--- config.mk ---
export PLATFORM = sky130hd
export DESIGN_NAME = pe_mac_accum
export DESIGN_NICKNAME = d
export VERILOG_FILES = /design/src/rtl/pe_mac_accum.sv
export SDC_FILE = /design/constraint.sdc
export NUM_CORES = 2
export LEC_CHECK = 0
export CORE_ASPECT_RATIO = 1.4
export CORE_MARGIN = 1.5
export CORE_UTILIZATION = 49
export CTS_CLUSTER_SIZE = 24
export DETAILED_ROUTE_END_ITERATION = 7
export GPL_TIMING_DRIVEN = 0
export PLACE_DENSITY = 0.72
export SLEW_MARGIN = 20
export SYNTH_ARGS = -nofsm -noshare
export SYNTH_HDL_FRONTEND = slang
export SYNTH_SLANG_ARGS = --single-unit
export TNS_END_PERCENT = 1
--- constraint.sdc ---
create_clock -name clk -period 36.6 [get_ports clk]
set_clock_uncertainty 0.1 [all_clocks]
set_input_delay 9.15 -clock clk [delete_from_list [all_inputs] [get_ports clk]]
set_output_delay 9.15 -clock clk [all_outputs]
set_load 0.02 [all_outputs]
--- src/rtl/pe_mac_accum.sv ---
// Multi-lane multiply-accumulate processing element: capture, lane products,
// tree sum, then group accumulation with a saturating output register.
module pe_mac_accum #(
  parameter int DW    = 8,
  parameter int N     = 9,
  parameter int OUT_W = 20
) (
  input  logic              clk,
  input  logic              rst,
  input  logic              in_valid,
  output logic              in_ready,
  input  logic              in_last,
  input  logic              signed_mode,
  input  logic [N*DW-1:0]   a_vec,
  input  logic [N*DW-1:0]   x_vec,
  output logic              out_valid,
  input  logic              out_ready,
  output logic [OUT_W-1:0]  out_data,
  output logic              out_sat,
  output logic              busy
);

  localparam int PW = 2 * DW;
  localparam int TW = PW + $clog2(N);
  localparam int AW = TW + 16;

  localparam logic [AW-1:0] ONE  = {{(AW-1){1'b0}}, 1'b1};
  localparam logic [AW-1:0] SMAX = (ONE << (OUT_W - 1)) - ONE;
  localparam logic [AW-1:0] SMIN = ~SMAX;
  localparam logic [AW-1:0] UMAX = (ONE << OUT_W) - ONE;

  logic stall;
  logic accept;
  logic beat_signed;

  logic grp_open;
  logic grp_signed;

  logic              s0_valid;
  logic              s0_last;
  logic              s0_signed;
  logic [N*DW-1:0]   s0_a;
  logic [N*DW-1:0]   s0_x;

  logic [N-1:0][PW-1:0] prod;
  logic              s1_valid;
  logic              s1_last;
  logic              s1_signed;
  logic [N-1:0][PW-1:0] s1_prod;

  logic [TW-1:0]     tree_sum;
  logic              s2_valid;
  logic              s2_last;
  logic              s2_signed;
  logic [TW-1:0]     s2_sum;

  logic [AW-1:0]     acc;
  logic [AW-1:0]     sum_ext;
  logic [AW-1:0]     final_sum;
  logic [OUT_W-1:0]  clamp_data;
  logic              clamp_sat;

  assign stall    = out_valid && !out_ready;
  assign in_ready = !stall;
  assign accept   = in_valid && in_ready;
  assign busy     = s0_valid || s1_valid || s2_valid || grp_open;

  // The first beat of a group fixes the mode; later beats inherit it.
  assign beat_signed = grp_open ? grp_signed : signed_mode;

  always_ff @(posedge clk or posedge rst) begin
    if (rst) begin
      grp_open   <= 1'b0;
      grp_signed <= 1'b0;
    end else if (accept) begin
      grp_open   <= !in_last;
      grp_signed <= beat_signed;
    end
  end

  always_ff @(posedge clk or posedge rst) begin
    if (rst) begin
      s0_valid  <= 1'b0;
      s0_last   <= 1'b0;
      s0_signed <= 1'b0;
      s0_a      <= '0;
      s0_x      <= '0;
    end else if (!stall) begin
      s0_valid <= in_valid;
      if (in_valid) begin
        s0_last   <= in_last;
        s0_signed <= beat_signed;
        s0_a      <= a_vec;
        s0_x      <= x_vec;
      end
    end
  end

  function automatic logic [PW-1:0] ext_op(input logic [DW-1:0] v, input logic sgn);
    return {{DW{sgn & v[DW-1]}}, v};
  endfunction

  always_comb begin
    prod = '0;
    for (int i = 0; i < N; i++) begin
      prod[i] = ext_op(s0_a[i*DW +: DW], s0_signed) * ext_op(s0_x[i*DW +: DW], s0_signed);
    end
  end

  always_ff @(posedge clk or posedge rst) begin
    if (rst) begin
      s1_valid  <= 1'b0;
      s1_last   <= 1'b0;
      s1_signed <= 1'b0;
      s1_prod   <= '0;
    end else if (!stall) begin
      s1_valid  <= s0_valid;
      s1_last   <= s0_last;
      s1_signed <= s0_signed;
      s1_prod   <= prod;
    end
  end

  always_comb begin
    tree_sum = '0;
    for (int i = 0; i < N; i++) begin
      tree_sum = tree_sum + {{(TW-PW){s1_signed & s1_prod[i][PW-1]}}, s1_prod[i]};
    end
  end

  always_ff @(posedge clk or posedge rst) begin
    if (rst) begin
      s2_valid  <= 1'b0;
      s2_last   <= 1'b0;
      s2_signed <= 1'b0;
      s2_sum    <= '0;
    end else if (!stall) begin
      s2_valid  <= s1_valid;
      s2_last   <= s1_last;
      s2_signed <= s1_signed;
      s2_sum    <= tree_sum;
    end
  end

  assign sum_ext   = {{(AW-TW){s2_signed & s2_sum[TW-1]}}, s2_sum};
  assign final_sum = acc + sum_ext;

  always_comb begin
    clamp_data = final_sum[OUT_W-1:0];
    clamp_sat  = 1'b0;
    if (s2_signed) begin
      if ($signed(final_sum) > $signed(SMAX)) begin
        clamp_data = SMAX[OUT_W-1:0];
        clamp_sat  = 1'b1;
      end else if ($signed(final_sum) < $signed(SMIN)) begin
        clamp_data = SMIN[OUT_W-1:0];
        clamp_sat  = 1'b1;
      end
    end else if (final_sum > UMAX) begin
      clamp_data = UMAX[OUT_W-1:0];
      clamp_sat  = 1'b1;
    end
  end

  // Loading a new result and consuming the old one can share an edge.
  always_ff @(posedge clk or posedge rst) begin
    if (rst) begin
      acc       <= '0;
      out_valid <= 1'b0;
      out_data  <= '0;
      out_sat   <= 1'b0;
    end else if (!stall) begin
      out_valid <= 1'b0;
      if (s2_valid) begin
        if (s2_last) begin
          acc       <= '0;
          out_valid <= 1'b1;
          out_data  <= clamp_data;
          out_sat   <= clamp_sat;
        end else begin
          acc <= final_sum;
        end
      end
    end
  end

endmodule

==> impl_metrics.py <==
metrics = {
    "die": {
        "fp.dieH_um": 360.1,
        "core_area_um2": 89950,
        "io_pins": 174,
        "die_area_um2": 92930,
        "die_x_um": 258.1,
        "initial_core_util_pct": 49.62,
        "rows": 130,
    },
    "global_route": {
        "grt_pass1_vias": 35115,
        "grtUsageTotal_pct": 24.93,
        "grt_max_degree": 102,
        "antenna_found_initial": 2,
        "grt_pass1_wl_mm": 182.7,
        "overflow": 0,
    },
    "setup_path": {
        "crit_family": "buffers and inverters",
        "path_depth": 7,
        "start_kind": "input pin",
        "slowest_stage": "clkdlybuf4s50_1",
        "path_max_fanout": 10,
        "crit_path_start": "out_ready",
        "critPathBufInv": 6,
        "worstPathRequired_ns": 27.35,
        "arrival_ns": 12.41,
        "cpPeakStageDelay_ns": 0.73,
        "r2r_cells": 24,
        "path_cells": "clkdlybuf4s50_1 -> nor2b_1 -> inv_1 -> clkbuf_1 -> clkbuf_1 -> clkbuf_1 -> clkdlybuf4s50_1",
        "r2r_setup_slack_ns": 29.41,
        "critical_path_class": "in2out",
        "r2r_end": "s1_prod[63]$_DFFE_PP0N_",
        "r2r_start": "grp_signed$_DFFE_PP0P_",
        "endpoint": "in_ready",
        "worstSetupEndpointType": "output port",
        "path_common_cell": "clkbuf_1",
    },
    "logic_synthesis": {
        "synth_flop_cell": "dfrtp_1",
        "syn_inst": 4733,
        "post_synth_num_cell_types": 76,
        "synth_compound_gate_area_share_pct": 6.574,
        "synth_nets": 5910,
        "synth_fa_ha_area_share_pct": 40.38,
        "synth_top_family_by_area": "adder cells",
        "synthSimpleGateAreaFrac_pct": 14.01,
        "syn_avg_cell_area_um2": 9.430,
        "synth-warning-count": 0,
        "synth_edf_count": 0,
        "async_flop_share_pct": 100.0,
        "muxShareOfSynthArea_pct": 3.751,
        "ys_ff_latch": 376,
        "synthXorXnorAreaFrac_pct": 4.239,
        "yosysSeqAreaShare_pct": 21.08,
        "synthesis.area_um2": 44630,
    },
    "layout": {
        "drive_above_1_share_pct": 6.206,
        "n_fill_cell": 7951,
        "final_common_cell": "inv_1",
        "final_nets": 6138,
        "antenna_cells": 0,
        "final_cell_mix": "925 x inv_1, 689 x fa_1, 582 x nand2_1",
        "areaGrowthSynthToFinish_pct": 11.18,
    },
    "drt": {
        "drc": 0,
        "wirelength_mm": 111.5,
        "wire_per_inst_um": 18.03,
        "drt-initial-drc-count": 1827,
        "drtPass1Iterations": 5,
        "routed_via_density": 5.241,
        "antenna_left": 0,
        "vias": 32405,
    },
    "clocking": {
        "cts_made_buffers": 44,
        "path_clk_slew_ns": 0.06,
        "cts.path.max_buffers": 3,
        "cts_num_sinks": 376,
        "cts_setup_buffers": 0,
        "hold_buffers": 0,
        "htreeDepth": 2,
        "clk_latency_ns": 0.61,
        "clock-root-buffer": "clkbuf_16",
        "cts-resized-gates": 0,
        "cts_tree": "built",
    },
    "sta": {
        "finalCritPeriodShare_pct": 59.17,
        "setup_viol": 0,
        "slew_headroom_pct": 25.78,
        "min_period_ns": 21.66,
        "rsz0062_at_grt": "no",
        "slew_viol_final": 0,
        "worstMarginPinSlew_ns": 1.113,
        "tns_ns": 0,
        "clock.fmax_ghz": 0.04617,
        "hold_viol_final": 0,
    },
    "worst_hold_path": {
        "min_from": "s0_last$_DFFE_PP0P_",
        "hold_path_class": "reg2reg",
        "holdPathStages": 2,
    },
    "placement": {
        "io_buffer_count": 173,
        "place_hpwl_mm": 90.68,
        "routabilityCongestion": 0.9490,
    },
    "run": {
        "drv_cap": 0,
    },
    "status": {
        "outcome": "finished, final reports clean",
    },
}
[synthesized netlist by cell type (22+ instances only)]
cell type  count  area (um^2)
inv_1        926         3476
fa_1         689        13790
nand2_1      582         2185
dfrtp_1      376         9409
ha_1         338         4229
and2_1       288         1802
clkbuf_1     223        837.1
nor2_1       190        713.2
a21oi_1      181        905.9
xnor2_1      158         1384
mux2_2       146         1644
o21ai_0      111        555.5
nand3_1       76        380.4
xor2_1        58        508.0
o21bai_1      40        300.3
and3_1        38        237.7
or2_2         33        206.5
a21o_1        23        172.7
nor2b_1       22        137.6
[worst min path at each step]
| stage | endpoint | slack, ns |
|---|---|---|
| floorplan | s1_last$_DFFE_PP0N_ | 0.34 |
| finish | s1_last$_DFFE_PP0N_ | 0.37 |
| detailed placement | s1_last$_DFFE_PP0N_ | 0.36 |
| CTS | s1_last$_DFFE_PP0N_ | 0.36 |
| global placement | s1_last$_DFFE_PP0N_ | 0.35 |
| global route | s2_last$_DFFE_PP0N_ | 0.41 |
[cell type report]
class	count	area, um^2	share of cell area [%]
clock buffers	58	1234	2.486
multi-input cells	3186	30780	62.02
well taps	1188	1486	2.996
clock inverters	22	287.8	0.5799
inverters	926	3483	7.020
repair buffers	182	1963	3.956
flip-flops and latches	376	9409	18.96
plain buffers	245	982.2	1.979
[flip-flops by register name (all words and copies together) (netlist names), 20 cells and up]
signal / count
s0_x: 72
acc: 36
s2_sum: 20
out_data: 20
s0_a: 72
s1_prod: 144
[logic make-up after synthesis]
group | after synthesis
DFF | 376
and+or+nand+nor | 1314
buffers and inverters | 1171
adders and majority gates | 1027
AOI/OAI and AO/OA | 480
muxes | 149
xor gates and xnor gates | 216
[worst reg2reg max path: cells and delay by family (launching register included)]
family	cells	cell delay, ns
compound gates	7	1.01
xor+xnor	1	0.28
fa+ha+maj	6	2.87
buf+inv	7	1.89
flops	1	0.34
simple gates	3	0.53
[routing by layer]
metal / GRT usage (%) / wire length [um]
met1: 28.82 / 41850
met2: 45.01 / 58620
met3: 3.007 / 4587
met4: 12.83 / 6402
met5: 0 / 0
[through the flow]
step / instances / utilization (%) / worst slack, ns / hold WS (ns) / instance area, um^2
2_1_floorplan: 4733 / - / 16.91 / 0.3386 / 44630
3_3_place_gp: 6094 / 53.20 / 11.74 / 0.3498 / 47850
3_5_place_dp: 6103 / 53.47 / 14.96 / 0.3568 / 48100
4_1_cts: 6183 / 55.17 / 14.96 / 0.3642 / 49620
5_1_grt: 6183 / 55.17 / 14.88 / 0.4066 / 49620
6_report: 6183 / 55.17 / 14.94 / 0.3666 / 49620
Power is not shown: default switching activity piles up to over one toggle a cycle in this logic, so the estimate is an artifact.
